--- config.mk ---
export PLATFORM = sky130hd
export DESIGN_NAME = ra_2r1w_32x32_ctl_flat
export DESIGN_NICKNAME = d
export VERILOG_FILES = /design/src/rtl/ra_ctl_pkg.sv /design/src/rtl/ra_2r1w_32x32_ctl_if.sv /design/src/rtl/ra_rr_pick2.sv /design/src/rtl/ra_2r1w_32x32_ctl.sv /design/src/flat_wrapper.sv
export SDC_FILE = /design/constraint.sdc
export NUM_CORES = 1
export LEC_CHECK = 0
export CORE_UTILIZATION = 25
export DETAILED_ROUTE_END_ITERATION = 8
export DONT_BUFFER_PORTS = 1
export SYNTH_ARGS = -nofsm -noshare
export SYNTH_HDL_FRONTEND = slang
export SYNTH_HIERARCHICAL = 1
export SYNTH_SLANG_ARGS = --single-unit
--- constraint.sdc ---
create_clock -name clk -period 7 [get_ports clk]
set_input_delay 1.4 -clock clk [delete_from_list [all_inputs] [get_ports clk]]
set_output_delay 1.4 -clock clk [all_outputs]
set_load 0.02 [all_outputs]
--- src/rtl/ra_ctl_pkg.sv ---
// Shared types for the 2R1W register-array front-end controller.
package ra_ctl_pkg;

  localparam int unsigned DEF_ADR_W = 5;
  localparam int unsigned DEF_DAT_W = 32;
  // Wide enough for the largest supported requester count (8).
  localparam int unsigned ID_W      = 3;

  typedef enum logic [0:0] {StInit, StRun} state_e;

  // One in-flight read; bypass data travels alongside in its own pipe.
  typedef struct packed {
    logic            vld;
    logic [ID_W-1:0] id;
    logic            port;
    logic            byp;
  } rsp_ent_t;

endpackage

--- src/rtl/ra_2r1w_32x32_ctl_if.sv ---
// Client-side bus of the register-array controller: read requests/responses and the write port.
interface ra_2r1w_32x32_ctl_if #(
  parameter int unsigned NUM_RD = 4,
  parameter int unsigned ADR_W  = 5,
  parameter int unsigned DAT_W  = 32
);
  logic [NUM_RD-1:0]       rd_req_vld;
  logic [NUM_RD*ADR_W-1:0] rd_req_adr;
  logic [NUM_RD-1:0]       rd_req_rdy;
  logic [NUM_RD-1:0]       rd_rsp_vld;
  logic [NUM_RD*DAT_W-1:0] rd_rsp_dat;
  logic                    wr_req_vld;
  logic [ADR_W-1:0]        wr_req_adr;
  logic [DAT_W-1:0]        wr_req_dat;
  logic                    wr_req_rdy;

  modport master (
    output rd_req_vld, rd_req_adr, wr_req_vld, wr_req_adr, wr_req_dat,
    input  rd_req_rdy, rd_rsp_vld, rd_rsp_dat, wr_req_rdy
  );

  modport slave (
    input  rd_req_vld, rd_req_adr, wr_req_vld, wr_req_adr, wr_req_dat,
    output rd_req_rdy, rd_rsp_vld, rd_rsp_dat, wr_req_rdy
  );
endinterface

--- src/rtl/ra_rr_pick2.sv ---
// Combinational round-robin picker: first and second valid requester at or after ptr_i.
module ra_rr_pick2 #(
  parameter  int unsigned NUM_RD = 4,
  localparam int unsigned IDX_W  = $clog2(NUM_RD)
) (
  input  logic [NUM_RD-1:0] vld_i,
  input  logic [IDX_W-1:0]  ptr_i,
  output logic              gnt0_vld_o,
  output logic [IDX_W-1:0]  gnt0_idx_o,
  output logic              gnt1_vld_o,
  output logic [IDX_W-1:0]  gnt1_idx_o
);

  logic [IDX_W:0] idx;

  always_comb begin
    gnt0_vld_o = 1'b0;
    gnt0_idx_o = '0;
    gnt1_vld_o = 1'b0;
    gnt1_idx_o = '0;
    idx        = '0;
    for (int unsigned k = 0; k < NUM_RD; k++) begin
      idx = {1'b0, ptr_i} + (IDX_W+1)'(k);
      if (idx >= (IDX_W+1)'(NUM_RD)) idx = idx - (IDX_W+1)'(NUM_RD);
      if (vld_i[idx[IDX_W-1:0]]) begin
        if (!gnt0_vld_o) begin
          gnt0_vld_o = 1'b1;
          gnt0_idx_o = idx[IDX_W-1:0];
        end else if (!gnt1_vld_o) begin
          gnt1_vld_o = 1'b1;
          gnt1_idx_o = idx[IDX_W-1:0];
        end
      end
    end
  end

endmodule

--- src/rtl/ra_2r1w_32x32_ctl.sv ---
// Front-end controller for the 2R1W register array: zero-fill after reset, 2-of-N read
// arbitration, write pass-through and per-requester responses with write-first bypass.
module ra_2r1w_32x32_ctl
  import ra_ctl_pkg::*;
#(
  parameter int unsigned NUM_RD = 4,
  parameter int unsigned ADR_W  = DEF_ADR_W,
  parameter int unsigned DAT_W  = DEF_DAT_W,
  parameter int unsigned RD_LAT = 1
) (
  input  logic                    clk,
  input  logic                    reset,
  ra_2r1w_32x32_ctl_if.slave      bus,
  output logic                    busy,
  output logic                    strobe,
  output logic                    rd_enb_0,
  output logic [ADR_W-1:0]        rd_adr_0,
  input  logic [DAT_W-1:0]        rd_dat_0,
  output logic                    rd_enb_1,
  output logic [ADR_W-1:0]        rd_adr_1,
  input  logic [DAT_W-1:0]        rd_dat_1,
  output logic                    wr_enb_0,
  output logic [ADR_W-1:0]        wr_adr_0,
  output logic [DAT_W-1:0]        wr_dat_0
);

  localparam int unsigned IDX_W = $clog2(NUM_RD);

  state_e           state_q;
  logic [ADR_W-1:0] cnt_q;
  logic [IDX_W-1:0] ptr_q, ptr_d, last_idx;

  logic             run, init_act, wr_go;
  logic             g0_vld, g1_vld;
  logic [IDX_W-1:0] g0_idx, g1_idx;

  rsp_ent_t         ent_d  [2];
  rsp_ent_t         pipe_q [RD_LAT][2];
  logic [DAT_W-1:0] byp_dat_q [RD_LAT];
  logic [DAT_W-1:0] rsp_dat_q [NUM_RD];
  logic [DAT_W-1:0] rsp_dat_d [NUM_RD];
  logic [NUM_RD-1:0] rsp_vld;

  // Gating with reset keeps every output quiet during the reset cycle itself.
  assign run      = (state_q == StRun) && !reset;
  assign init_act = (state_q == StInit) && !reset;
  assign wr_go    = run && bus.wr_req_vld;

  ra_rr_pick2 #(.NUM_RD(NUM_RD)) u_pick (
    .vld_i      (bus.rd_req_vld & {NUM_RD{run}}),
    .ptr_i      (ptr_q),
    .gnt0_vld_o (g0_vld),
    .gnt0_idx_o (g0_idx),
    .gnt1_vld_o (g1_vld),
    .gnt1_idx_o (g1_idx)
  );

  always_comb begin
    bus.rd_req_rdy = '0;
    if (g0_vld) bus.rd_req_rdy[g0_idx] = 1'b1;
    if (g1_vld) bus.rd_req_rdy[g1_idx] = 1'b1;
  end

  assign rd_enb_0       = g0_vld;
  assign rd_adr_0       = bus.rd_req_adr[g0_idx*ADR_W +: ADR_W];
  assign rd_enb_1       = g1_vld;
  assign rd_adr_1       = bus.rd_req_adr[g1_idx*ADR_W +: ADR_W];
  assign wr_enb_0       = init_act || wr_go;
  assign wr_adr_0       = init_act ? cnt_q : bus.wr_req_adr;
  assign wr_dat_0       = init_act ? '0 : bus.wr_req_dat;
  assign strobe         = rd_enb_0 || rd_enb_1 || wr_enb_0;
  assign busy           = init_act;
  assign bus.wr_req_rdy = run;

  assign last_idx = g1_vld ? g1_idx : g0_idx;
  assign ptr_d    = (last_idx == IDX_W'(NUM_RD - 1)) ? '0 : last_idx + 1'b1;

  always_ff @(posedge clk) begin
    if (reset) begin
      state_q <= StInit;
      cnt_q   <= '0;
      ptr_q   <= '0;
    end else begin
      unique case (state_q)
        StInit: begin
          cnt_q <= cnt_q + 1'b1;
          if (cnt_q == '1) state_q <= StRun;
        end
        StRun: if (g0_vld) ptr_q <= ptr_d;
        default: state_q <= StInit;
      endcase
    end
  end

  always_comb begin
    ent_d[0].vld  = g0_vld;
    ent_d[0].id   = ID_W'(g0_idx);
    ent_d[0].port = 1'b0;
    ent_d[0].byp  = g0_vld && wr_go && (rd_adr_0 == bus.wr_req_adr);
    ent_d[1].vld  = g1_vld;
    ent_d[1].id   = ID_W'(g1_idx);
    ent_d[1].port = 1'b1;
    ent_d[1].byp  = g1_vld && wr_go && (rd_adr_1 == bus.wr_req_adr);
  end

  always_ff @(posedge clk) begin
    if (reset) begin
      for (int unsigned s = 0; s < RD_LAT; s++) begin
        for (int p = 0; p < 2; p++) pipe_q[s][p] <= '0;
      end
    end else begin
      for (int p = 0; p < 2; p++) begin
        pipe_q[0][p] <= ent_d[p];
        for (int unsigned s = 1; s < RD_LAT; s++) pipe_q[s][p] <= pipe_q[s-1][p];
      end
    end
  end

  always_ff @(posedge clk) begin
    byp_dat_q[0] <= bus.wr_req_dat;
    for (int unsigned s = 1; s < RD_LAT; s++) byp_dat_q[s] <= byp_dat_q[s-1];
    for (int unsigned i = 0; i < NUM_RD; i++) rsp_dat_q[i] <= rsp_dat_d[i];
  end

  // Non-responding requesters keep presenting their previous data.
  always_comb begin
    rsp_vld = '0;
    for (int unsigned i = 0; i < NUM_RD; i++) rsp_dat_d[i] = rsp_dat_q[i];
    for (int p = 0; p < 2; p++) begin
      for (int unsigned i = 0; i < NUM_RD; i++) begin
        if (!reset && pipe_q[RD_LAT-1][p].vld && (pipe_q[RD_LAT-1][p].id == ID_W'(i))) begin
          rsp_vld[i]   = 1'b1;
          rsp_dat_d[i] = pipe_q[RD_LAT-1][p].byp  ? byp_dat_q[RD_LAT-1] :
                         pipe_q[RD_LAT-1][p].port ? rd_dat_1 : rd_dat_0;
        end
      end
    end
  end

  always_comb begin
    bus.rd_rsp_vld = rsp_vld;
    for (int unsigned i = 0; i < NUM_RD; i++) bus.rd_rsp_dat[i*DAT_W +: DAT_W] = rsp_dat_d[i];
  end

endmodule

--- src/flat_wrapper.sv ---
// flat-port wrapper written by rule: the top's interface ports become plain ports
module ra_2r1w_32x32_ctl_flat import ra_ctl_pkg::*;
#(
  parameter int unsigned NUM_RD = 4,
  parameter int unsigned ADR_W  = DEF_ADR_W,
  parameter int unsigned DAT_W  = DEF_DAT_W,
  parameter int unsigned RD_LAT = 1
)
  (clk, reset, busy, strobe, rd_enb_0, rd_adr_0, rd_dat_0, rd_enb_1, rd_adr_1, rd_dat_1, wr_enb_0, wr_adr_0, wr_dat_0, bus_rd_req_vld, bus_rd_req_adr, bus_wr_req_vld, bus_wr_req_adr, bus_wr_req_dat, bus_rd_req_rdy, bus_rd_rsp_vld, bus_rd_rsp_dat, bus_wr_req_rdy);
  ra_2r1w_32x32_ctl_if #(.NUM_RD(NUM_RD), .ADR_W(ADR_W), .DAT_W(DAT_W)) bus_i ();
  input  logic clk;
  input  logic reset;
  output logic busy;
  output logic strobe;
  output logic rd_enb_0;
  output logic [ADR_W-1:0] rd_adr_0;
  input  logic [DAT_W-1:0] rd_dat_0;
  output logic rd_enb_1;
  output logic [ADR_W-1:0] rd_adr_1;
  input  logic [DAT_W-1:0] rd_dat_1;
  output logic wr_enb_0;
  output logic [ADR_W-1:0] wr_adr_0;
  output logic [DAT_W-1:0] wr_dat_0;
  input wire logic [$bits(bus_i.rd_req_vld)-1:0] bus_rd_req_vld;
  input wire logic [$bits(bus_i.rd_req_adr)-1:0] bus_rd_req_adr;
  input wire logic [$bits(bus_i.wr_req_vld)-1:0] bus_wr_req_vld;
  input wire logic [$bits(bus_i.wr_req_adr)-1:0] bus_wr_req_adr;
  input wire logic [$bits(bus_i.wr_req_dat)-1:0] bus_wr_req_dat;
  output wire logic [$bits(bus_i.rd_req_rdy)-1:0] bus_rd_req_rdy;
  output wire logic [$bits(bus_i.rd_rsp_vld)-1:0] bus_rd_rsp_vld;
  output wire logic [$bits(bus_i.rd_rsp_dat)-1:0] bus_rd_rsp_dat;
  output wire logic [$bits(bus_i.wr_req_rdy)-1:0] bus_wr_req_rdy;
  assign bus_i.rd_req_vld = bus_rd_req_vld;
  assign bus_i.rd_req_adr = bus_rd_req_adr;
  assign bus_i.wr_req_vld = bus_wr_req_vld;
  assign bus_i.wr_req_adr = bus_wr_req_adr;
  assign bus_i.wr_req_dat = bus_wr_req_dat;
  assign bus_rd_req_rdy = bus_i.rd_req_rdy;
  assign bus_rd_rsp_vld = bus_i.rd_rsp_vld;
  assign bus_rd_rsp_dat = bus_i.rd_rsp_dat;
  assign bus_wr_req_rdy = bus_i.wr_req_rdy;
  ra_2r1w_32x32_ctl #(.NUM_RD(NUM_RD), .ADR_W(ADR_W), .DAT_W(DAT_W), .RD_LAT(RD_LAT)) u_core (.clk(clk), .reset(reset), .bus(bus_i), .busy(busy), .strobe(strobe), .rd_enb_0(rd_enb_0), .rd_adr_0(rd_adr_0), .rd_dat_0(rd_dat_0), .rd_enb_1(rd_enb_1), .rd_adr_1(rd_adr_1), .rd_dat_1(rd_dat_1), .wr_enb_0(wr_enb_0), .wr_adr_0(wr_adr_0), .wr_dat_0(wr_dat_0));
endmodule
**Word-level counts from Yosys, hierarchy flattened**

Memory sizes are Yosys's and may differ from the RTL's.
Cells that the tools add are included.

- $add $sub $neg: 9
- Multiply operators: 2
- Magnitude comparators: 12
- Eq/ne operators: 10
- Shift-type cells: 2
- Multiplexer cells: 76
- Bitwise logic cells: 3
- Reduce and logical (&&, ||, !) cells: 28

Operator list:

| kind | count |
|---|---|
| 32-bit 2-to-1 mux | 13 |
| 2-bit 2-to-1 mux | 23 |
| 20-bit by 6-bit indexed part select with 5-bit output | 2 |
| 1-bit 2-to-1 mux | 29 |
| 1-bit logical AND | 19 |
| 2-bit by 3-bit < comparator with 1-bit output, second input constant | 6 |
| 9-bit 2-to-1 mux | 2 |
| 9-bit OR reduction | 2 |
| 3-bit by 2-bit == test with 1-bit output, second input constant | 4 |
| 5-bit == test | 2 |
| 2-bit by 3-bit multiplier with 5-bit output, second input constant | 2 |
| 3-bit greater-or-equal comparator, second input constant | 3 |
| 1-bit binary-select mux with 2-bit select | 4 |
| 4-bit 2-to-1 mux | 2 |
| 2-bit by 1-bit subtractor with 2-bit output, second input constant | 4 |
| 2-bit by 2-bit adder with 3-bit output, second input constant | 2 |
| 3-bit by 1-bit == test with 1-bit output, second input constant | 2 |
| 3-bit logical NOT | 2 |
| 5-bit by 1-bit adder with 5-bit output, second input constant | 1 |
| 5-bit == test, second input constant | 1 |
| 5-bit 2-to-1 mux | 1 |
| 4-bit AND | 1 |
| 1-bit demux with 2-bit select | 2 |
| 2-bit by 1-bit greater-or-equal comparator with 1-bit output, second input constant | 2 |
| other kinds (9) | 11 |

- Flip-flop bits (word level): 8
- Bits in writable memories: 169
- Input port bits: 128
- Output and inout port bits: 189
- Logic and storage cells: 148
- Memories kept: 3

Memories:

| memory | words | width | rd ports | clocked after Yosys merged registers in | write ports | line | text |
|---|---|---|---|---|---|---|---|
| u_core.rsp_dat_q | 4 | 32 | 4 | 0 | 4 | ra_2r1w_32x32_ctl.sv:40 | `logic [DAT_W-1:0] rsp_dat_q [NUM_RD];` |
| u_core.byp_dat_q | 1 | 32 | 1 | 0 | 1 | ra_2r1w_32x32_ctl.sv:39 | `logic [DAT_W-1:0] byp_dat_q [RD_LAT];` |
| u_core.pipe_q | 1 | 9 | 1 | 0 | 2 | ra_2r1w_32x32_ctl.sv:38 | `rsp_ent_t pipe_q [RD_LAT][2];` |

**Logic depth before layout (Yosys ltp)**

- Depth after elaboration: 20
- Mapped depth: 18
- Depth with buffers taken out: 14

**By module**

The synthesis kept the hierarchy.

By module, submodules not included:

| module | instances | cells an instance | area each (um2) | sequential area each (um2) |
|---|---|---|---|---|
| ra_2r1w_32x32_ctl | 1 | 899 | 8095.3 | 3543.4 |
| ra_rr_pick2 | 1 | 85 | 603.1 | 0.0 |

**Least setup slack after synthesis**

Ideal clock, no wire load.

- Path kind: input -> output
- Start point: input port reset
- End point: output port rd_adr_0[0]
- Data arrival time: 4.603 ns
- Data required time: 5.600 ns
- Slack: 0.997 ns
- Stages on the path: 14
- Path buffers: 4
- Cell sequence: buf_2 > nor2b_1 > and2_1 > clkbuf_1 > buf_2 > nor2b_1 > a211oi_1 > a31oi_1 > ha_1 > mux2i_1 > o211ai_1 > a32o_1 > buf_6 > mux4_1

RTL lines:

| what | line | text |
|---|---|---|
| start, declared | flat_wrapper.sv:12 | `input logic reset;` |
| end, declared | flat_wrapper.sv:16 | `output logic [ADR_W-1:0] rd_adr_0;` |

==> flow_summary.json <==
{
  "outcome": "finished clean",
  "cap_viol_max_count": 0,
  "postSynth.asyncResetShare_pct": 0,
  "path_buf_inv": 1,
  "cp_slowest_stage_delay_ns": 0.67,
  "design_area_um2": 9610,
  "vias_per_cell": 5.15,
  "combPwrFrac_pct": 8.7,
  "cts_setup_buffers": 0,
  "setup_viol": 0,
  "final_nets": 1064,
  "fillers": 3576,
  "cts_buffers": 17,
  "clk_latency_ns": 0.44,
  "fin_crit_ns": 5.91,
  "netlist_area_um2": 8700,
  "cp_cell_sequence": "nor2b_1, buf_4, and2_1, nor2b_1, a211oi_1, a31oi_1, ha_1, mux2i_1, o211ai_1, a32o_1, mux4_1",
  "cts_sinks": 177,
  "crit_top_cell": "nor2b_1",
  "fp.dieArea_um2": 35500,
  "yosysTopAreaCellShare_pct": 40.7,
  "path_class": "input port to output pin",
  "hold_viol_final": 0,
  "crit_required_ns": 5.60,
  "postCtsHoldBufs": 0,
  "critPathLaunchType": "input port",
  "drive_gt1_share_pct": 8.16,
  "dp_hpwl_um": 19400,
  "min_period_over_period_pct": 84.5,
  "floorplan.initialDensity_pct": 25.7,
  "max_freq_ghz": 0.169,
  "p_switching_w": 0.000598,
  "cp_slowest_cell": "mux4_1",
  "routed_wl_um": 28500,
  "placed_area_um2": 8980,
  "min_path_type": "flop to flop",
  "grt.total_usage_pct": 15.7,
  "clk_pin_slew_ns": 0.07,
  "syn_avg_cell_area_um2": 8.84,
  "synth_seq_area_share_pct": 40.7,
  "drcViolationCount": 0,
  "die_height_um": 189,
  "drt_first_pass_iters": 5,
  "area_growth_pct": 10.5,
  "grt_pass1_vias": 6925,
  "wl_per_cell_um": 20.5,
  "seqPwrFrac_pct": 46.4,
  "root_buffer": "clkbuf_16",
  "powerDensity_nw_per_um2": 239,
  "final_cell_mix": "dfxtp_1, nand2_1, o21ai_0, mux2i_1, o211ai_1",
  "crit_family": "simple AND/OR/NAND/NOR gates",
  "io_pins": 317,
  "syn_inst": 984,
  "clockPowerShare_pct": 44.9,
  "end_kind": "output pin",
  "via_count": 7166,
  "ys.warnings.count": 6,
  "antenna_found_initial": 0,
  "seqCellArea_um2": 3550,
  "grt_pass1_wl_um": 42500,
  "overflow": 0,
  "htreeDepth": 4,
  "ys_ff_latch": 177,
  "cts.path.max_buffers": 2,
  "peakVddDrop_mv": 0.168,
  "ant_nets": 0,
  "cts_tree": "done",
  "ys.flop_type": "dfxtp_1",
  "p_int_w": 0.00170,
  "coreArea_um2": 33900,
  "finalClockSkew_ns": 0.0111,
  "fin_setup_tns_ns": 0,
  "synth_largest_area_cell": "dfxtp_1",
  "slew_viol_final": 0,
  "diodes": 0,
  "rsz0062_at_grt": "no",
  "syn_nets": 1117,
  "netSwitchingFraction_pct": 26.0,
  "total_leakage_power_nw": 3.15,
  "multiInputGateArea_um2": 4700,
  "synth.area.top_cells": "dfxtp_1, mux2i_1, o211ai_1",
  "arrival_ns": 4.51,
  "post_cts_resized": 0,
  "relSlewSlack_pct": 32.4,
  "rows": 67,
  "place_congestion": 0.804,
  "drt_iter0_markers": 444,
  "die_w_um": 189,
  "synth_cell_types": 62,
  "tightestPinTransition_ns": 1.00,
  "numPortBuffers": 0,
  "grt_start_max_net_pins": 66,
  "synth-edff-count": 0,
  "layout_commonest_cell": "dfxtp_1",
  "cp_max_fo": 24
}
==> power groups by stage <==
stage / clock network [W] / registers [W] / logic, W
after CTS: 0.00106 / 0.00106 / 0.000202
after global routing: 0.00111 / 0.00107 / 0.000217
final: 0.00103 / 0.00106 / 0.000200
after detailed placement: 0 / 0.00109 / 0.000201
after global placement: 0 / 0.00109 / 0.000200
after floorplan: 0 / 0.00108 / 0.000168
==> tightest hold or removal path: cells and delay by family (launching register included) <==
kind	cells	cell delay (ns)
flops	1	0.34
mux	1	0.13
simple gates	1	0.05
==> final cells by class <==
type / instances / area share, %
clock buffers: 20 / 4.75
clock inverters: 12 / 1.75
inverters: 10 / 0.391
multi-input cells: 707 / 49.0
flip-flops and latches: 177 / 36.9
well taps: 448 / 5.83
repair buffers: 18 / 1.41
==> routing by layer <==
layer  track usage (%)  vias to the layer above  wire length (um)
li1                  -                     3439                 -
met1              19.7                     3411             12400
met2              26.4                      299             13900
met3              4.21                       17              2000
met4              4.47                        0               321
met5                 0                        -                 0
==> cells by family (layout without fill, tap and decap cells) <==
| group | count (synthesis) | after routing | share of synthesized area, % |
|---|---|---|---|
| buf+inv | 100 | 60 | 5.64 |
| simple gates | 275 | 275 | 15.5 |
| xor+xnor | 14 | 14 | 1.41 |
| mux | 116 | 116 | 15.2 |
| fa+ha+maj | 5 | 5 | 0.719 |
| compound gates | 297 | 297 | 20.8 |
| flops | 177 | 177 | 40.7 |
==> path summary, 6_finish.rpt <==
kind | slack, ns | from | cells past startpoint | endpoint
worst max-delay path | 1.09 | reset | 11 | rd_adr_0[0]
worst min register to register | 0.56 | u_core/cnt_q[1] | 2 | u_core/cnt_q[1]
worst max register to register | 2.67 | u_core/state_q | 14 | u_core/pipe_q[0][5]
worst min-delay path | 0.56 | u_core/cnt_q[1] | 2 | u_core/cnt_q[1]
==> cells in the mapped netlist, types with 2 or more instances <==
cell type / number
dfxtp_1: 177
nand2_1: 140
o21ai_0: 118
mux2i_1: 99
o211ai_1: 99
nor2_1: 48
a21oi_1: 43
nor2b_1: 39
buf_2: 38
clkbuf_1: 29
o21ai_1: 16
buf_1: 11
xnor2_1: 10
inv_1: 9
mux4_2: 7
buf_4: 6
buf_6: 6
mux2_2: 6
ha_1: 5
nand2b_1: 5
nor4bb_1: 5
and2_1: 4
mux4_1: 4
nand3_1: 4
nand4_1: 4
xor2_1: 4
and3b_1: 3
and4bb_2: 3
nand4b_1: 3
a21o_1: 2
a31oi_1: 2
nor3_1: 2
o31ai_1: 2
or4b_1: 2
or4bb_1: 2
==> state kept, by name (all words and copies together), names as in the netlist <==
name / count
u_core/ptr_q: 2
u_core/byp_dat_q: 32
u_core/pipe_q: 9
u_core/cnt_q: 5
u_core/rsp_dat_q: 128
u_core/state_q: 1
==> through the flow <==
stage,cells,setup WS [ns],utilization [%],hold slack [ns],total power [W]
2_1_floorplan,984,0.997,-,0.487,0.00125
3_3_place_gp,1360,1.18,26.5,0.517,0.00129
3_5_place_dp,1360,1.11,26.5,0.540,0.00129
4_1_cts,1392,1.11,28.4,0.559,0.00233
5_1_grt,1392,0.832,28.4,0.600,0.00239
6_report,1392,1.09,28.4,0.558,0.00230
(Power assumes the default switching activity.)
